==> config.mk <==
export PLATFORM = sky130hd
export DESIGN_NAME = pulse_transmitter_duration_timer
export DESIGN_NICKNAME = d
export VERILOG_FILES = /design/src/rtl/pulse_transmitter_duration_timer.sv
export SDC_FILE = /design/constraint.sdc
export NUM_CORES = 1
export LEC_CHECK = 0
export ABC_AREA = 1
export CAP_MARGIN = 30
export CORE_MARGIN = 2
export CORE_UTILIZATION = 49
export DETAILED_ROUTE_END_ITERATION = 10
export PLACE_DENSITY = 0.78
export SYNTH_ARGS = -nofsm -noshare
export SYNTH_HDL_FRONTEND = slang
export SYNTH_SLANG_ARGS = --single-unit
export TNS_END_PERCENT = 5
==> constraint.sdc <==
create_clock -name clk -period 1.5 [get_ports clk]
set_clock_uncertainty 0.15 [all_clocks]
set_input_delay 0.15 -clock clk [delete_from_list [all_inputs] [get_ports clk]]
set_output_delay 0.15 -clock clk [all_outputs]
set_load 0.02 [all_outputs]
==> src/rtl/pulse_transmitter_duration_timer.sv <==
`default_nettype none
// ============================================================================
//  Module      : pulse_transmitter_duration_timer
//  Description : Holds busy high for duration*(prescaler+1) cycles, with
//                per-unit tick, remaining-unit count and abort indication.
//  Revision    : 1.0 - initial release
// ============================================================================
module pulse_transmitter_duration_timer #(
    parameter int COUNTER_WIDTH   = 8,
    parameter int PRESCALER_WIDTH = 4
) (
    input  logic                       clk,
    input  logic                       rst_n,
    input  logic                       start,
    input  logic                       stop,
    input  logic [COUNTER_WIDTH-1:0]   duration,
    input  logic [PRESCALER_WIDTH-1:0] prescaler,
    output logic                       busy,
    output logic                       unit_tick,
    output logic [COUNTER_WIDTH-1:0]   remaining,
    output logic                       aborted
);

    localparam logic [0:0]                 c_IDLE      = 1'b0;
    localparam logic [0:0]                 c_RUN       = 1'b1;
    localparam logic [COUNTER_WIDTH-1:0]   c_REM_ZERO  = '0;
    localparam logic [COUNTER_WIDTH-1:0]   c_REM_ONE   = COUNTER_WIDTH'(1);
    localparam logic [PRESCALER_WIDTH-1:0] c_PCNT_ZERO = '0;
    localparam logic [PRESCALER_WIDTH-1:0] c_PCNT_ONE  = PRESCALER_WIDTH'(1);

    logic [0:0]                 r_state;
    logic [0:0]                 w_state_next;
    logic [PRESCALER_WIDTH-1:0] r_pcnt;
    logic [PRESCALER_WIDTH-1:0] r_presc;
    logic [COUNTER_WIDTH-1:0]   r_remaining;
    logic                       r_busy;
    logic                       r_unit_tick;
    logic                       r_aborted;

    logic [PRESCALER_WIDTH-1:0] w_pcnt_next;
    logic [PRESCALER_WIDTH-1:0] w_presc_next;
    logic [COUNTER_WIDTH-1:0]   w_remaining_next;
    logic                       w_busy_next;
    logic                       w_unit_tick_next;
    logic                       w_aborted_next;

    logic w_accept;
    logic w_unit_end;
    logic w_last_unit;

    // stop beats start in IDLE; a zero duration is never a valid run
    assign w_accept    = (r_state == c_IDLE) && start && !stop && (duration != c_REM_ZERO);
    assign w_unit_end  = (r_state == c_RUN) && !stop && (r_pcnt == r_presc);
    assign w_last_unit = w_unit_end && (r_remaining == c_REM_ONE);

    always_ff @(posedge clk) begin
        if (!rst_n) begin
            r_state     <= c_IDLE;
            r_pcnt      <= c_PCNT_ZERO;
            r_presc     <= c_PCNT_ZERO;
            r_remaining <= c_REM_ZERO;
            r_busy      <= 1'b0;
            r_unit_tick <= 1'b0;
            r_aborted   <= 1'b0;
        end else begin
            r_state     <= w_state_next;
            r_pcnt      <= w_pcnt_next;
            r_presc     <= w_presc_next;
            r_remaining <= w_remaining_next;
            r_busy      <= w_busy_next;
            r_unit_tick <= w_unit_tick_next;
            r_aborted   <= w_aborted_next;
        end
    end

    always_comb begin
        w_state_next = r_state;
        case (r_state)
            c_IDLE:  if (w_accept) w_state_next = c_RUN;
            c_RUN:   if (stop || w_last_unit) w_state_next = c_IDLE;
            default: w_state_next = c_IDLE;
        endcase
    end

    always_comb begin
        w_pcnt_next      = r_pcnt;
        w_presc_next     = r_presc;
        w_remaining_next = r_remaining;
        w_busy_next      = r_busy;
        w_unit_tick_next = 1'b0;
        w_aborted_next   = r_aborted;
        case (r_state)
            c_IDLE: begin
                if (w_accept) begin
                    w_presc_next     = prescaler;
                    w_remaining_next = duration;
                    w_pcnt_next      = c_PCNT_ZERO;
                    w_busy_next      = 1'b1;
                    w_aborted_next   = 1'b0;
                end
            end
            c_RUN: begin
                if (stop) begin
                    w_busy_next      = 1'b0;
                    w_aborted_next   = 1'b1;
                    w_remaining_next = c_REM_ZERO;
                end else if (w_unit_end) begin
                    w_pcnt_next      = c_PCNT_ZERO;
                    w_unit_tick_next = 1'b1;
                    if (w_last_unit) begin
                        w_remaining_next = c_REM_ZERO;
                        w_busy_next      = 1'b0;
                    end else begin
                        w_remaining_next = r_remaining - c_REM_ONE;
                    end
                end else begin
                    w_pcnt_next = r_pcnt + c_PCNT_ONE;
                end
            end
            default: begin
                w_busy_next = 1'b0;
            end
        endcase
    end

    assign busy      = r_busy;
    assign unit_tick = r_unit_tick;
    assign remaining = r_remaining;
    assign aborted   = r_aborted;

endmodule
`default_nettype wire

==> flow_metrics.py <==
metrics = {
    "place": {
        "placed_area_um2": 1560,
        "routabilityCongestion": 0.884,
        "hpwl_mm": 2.34,
        "post-place-cells": 247,
        "dpl_worst_slack_ns": -0.264,
        "port_buffers": 26,
    },
    "route": {
        "drc": 0,
        "drtIter0Drc": 122,
        "routed_wirelength_mm": 4.34,
        "first_pass_iters": 5,
        "ant_nets": 0,
        "viasPerCell": 5.69,
        "wl_per_cell_um": 16.6,
        "vias": 1484,
    },
    "logic_synthesis": {
        "ys.flop_type": "dfxtp_1",
        "synth_compound_area_frac": 0.0793,
        "synthAdderAreaFrac": 0.0317,
        "syn-num-nets": 202,
        "ys_async_sr_fraction": 0,
        "synth_xor_area_frac": 0.0518,
        "synth_most_common_cell": "nand2_1",
        "syn_avg_cell_area_um2": 6.47,
        "synth_warnings": 0,
        "yosys.area.top_type": "dfxtp_1",
        "synth_cells": 183,
        "seq_area_frac_synth": 0.338,
        "ys_top_cells_by_area": "dfxtp_1, nand2_1, nor2_1, nand3_1, inv_1",
        "synth.distinct_cells": 20,
        "muxShareOfSynthArea": 0,
        "synth-simple-area-share": 0.423,
        "ys_ff_latch": 20,
        "synth_common_cells": "nand2_1, nor2_1, dfxtp_1, nand3_1, inv_1",
        "synth_edf_count": 0,
        "synth_top_family_by_area": "simple AND/OR/NAND/NOR gates",
        "syn_area_um2": 1180,
        "yosysTopAreaCellShare": 0.338,
    },
    "critical_path": {
        "startpoint_type": "register",
        "cp_max_fo": 5,
        "crit_required_ns": 1.58,
        "worstSetupStartpoint": "remaining[1]",
        "timing.rr.start": "remaining[1]",
        "cpPeakStageDelay_ns": 0.36,
        "crit_arrival_ns": 1.65,
        "end_kind": "register",
        "crit_path_frequent_cell": "nor2_1",
        "cp_cell_sequence": "inv_2 -> ha_4 -> nand3_2 -> nor2_4 -> nand3_4 -> nand2_4 -> nor2_1 -> nor2_1 -> nor2_1",
        "crit_slowest_cell": "dfxtp_2",
        "critPathKind": "register to register",
    },
    "run_status": {
        "outcome": "finished, violations left",
        "violations": "setup timing",
    },
    "grt": {
        "grt_pass1_wl_mm": 5.12,
        "overflow": 0,
        "antenna_found_initial": 0,
        "grt_use_total": 0.255,
        "grt_pass1_vias": 1196,
        "grt_max_degree": 16,
    },
    "timing": {
        "fin_crit_sh": 1.05,
        "slew_violations": 0,
        "rsz0062_at_grt": "true",
        "period_minus_slack_ns": 1.57,
        "worstMarginPinSlew_ns": 0.255,
        "fmax_ghz": 0.637,
        "setup_tns_ns": -0.663,
        "setup_viol": 16,
        "hold_slack_ns": 0.0898,
        "maxSlewHeadroom": 0.830,
        "hold_viol_final": 0,
        "worst_slack_ns": -0.0703,
    },
    "floorplanning": {
        "die_area_um2": 2820,
        "core_area_um2": 2250,
        "io-pin-count": 27,
        "rows": 17,
        "start_util": 0.525,
        "die_width_um": 53.2,
        "die_y_um": 53.2,
    },
    "clock_tree": {
        "hold_buffers": 0,
        "clockRootBuffer": "clkbuf_4",
        "cts_buffers": 3,
        "cts_tree": "done",
        "clockBufferDepth": 2,
        "htreeDepth": 1,
        "clkSinkCount": 20,
        "insertion_delay_ns": 0.32,
        "clk_pin_slew_worst_paths_ns": 0.13,
    },
    "cells_and_area": {
        "diodes": 0,
        "syn_to_final_growth_pct": 54.4,
        "finish.net_count": 253,
        "drive_gt1_frac": 0.318,
        "final_cell_area_um2": 1830,
        "finalNonFillerCells": 261,
    },
    "flow_run": {
        "maxCapViolCount": 0,
    },
    "hold_path": {
        "hold_path.class": "input pin to register",
        "min_from": "duration[4]",
    },
    "power_and_ir_drop": {
        "ir_worst_vdd_uv": 684,
        "power.leakage_uw": 0.000892,
        "powerDensity_nw_per_um2": 832,
    },
}
## logic make-up (layout without fill, tap and decap cells)
family,Yosys count,count (layout)
simple gates,112,114
buf+inv,23,71
xor+xnor,7,7
flops,20,20
fa+ha+maj,3,3
compound gates,18,18
## what timing repair did
item                                    4_1_cts  5_1_grt
pin swaps                                     0       26
setup buffers                                 0        8
resized for setup                            14       44
gates cloned                                  0        2
endpoints found under the setup margin       16       14
## cells in the final DEF (no fill, tap or decap), types with 6 or more instances in the layout
cell type	netlist	routed
dfxtp_2	0	12
dfxtp_1	20	8
a21oi_1	11	10
nand2_1	49	43
nand2_2	2	6
inv_1	15	14
xor2_1	6	6
buf_4	0	19
inv_2	5	6
nand3_1	17	11
clkdlybuf4s50_1	0	12
nor2_1	36	31
dlygate4sd2_1	0	11
## path summary, 6_finish.rpt
kind                  end  depth (start not counted)  slack [ns]
min          remaining[4]                          5        0.09
max          remaining[1]                          9       -0.07
min reg2reg       aborted                          2        0.32
max reg2reg  remaining[1]                          9       -0.07
## registers in the layout (all words and copies together) (netlist names)
| name | cells |
|---|---|
| remaining | 8 |
| r_pcnt | 4 |
| r_presc | 4 |
| aborted | 1 |
| busy | 1 |
| r_state | 1 |
| unit_tick | 1 |
## stage by stage
stage	utilization	total power, µW
after floorplan	-	887
after global placement	0.693	1050
after detailed placement	0.693	1070
after CTS	0.708	1380
after global routing	0.811	1600
final	0.811	1520
## routing by layer
layer / vias to the layer above / share of wire / GRT usage
li1: 678 / - / -
met1: 673 / 0.38 / 0.306
met2: 106 / 0.48 / 0.440
met3: 27 / 0.098 / 0.0395
met4: 0 / 0.034 / 0.120
met5: - / 0 / 0
## report_power, final
group	internal [µW]	total (µW)	leakage [µW]	switching [µW]
registers	573	610	0.000169	36.5
logic	242	580	0.000702	339
clock network	149	331	0.0000210	183
total	963	1520	0.000892	558
## final cells by class
class	instances	area [µm²]
Clock buffer	4	36.3
Fill cell	147	427
Inverter	20	75.1
Multi-Input combinational cell	142	838
Sequential cell	20	415
Tap cell	28	35.0
Timing Repair Buffer	47	428
## critical path: cells and delay by family (launching register included)
family                     cells  cell delay [ns]
DFF                            1             0.36
adders and majority gates      1             0.14
and+or+nand+nor                7             0.73
buffers and inverters          1             0.10
No activity file was read; power rests on OpenSTA's default activity.
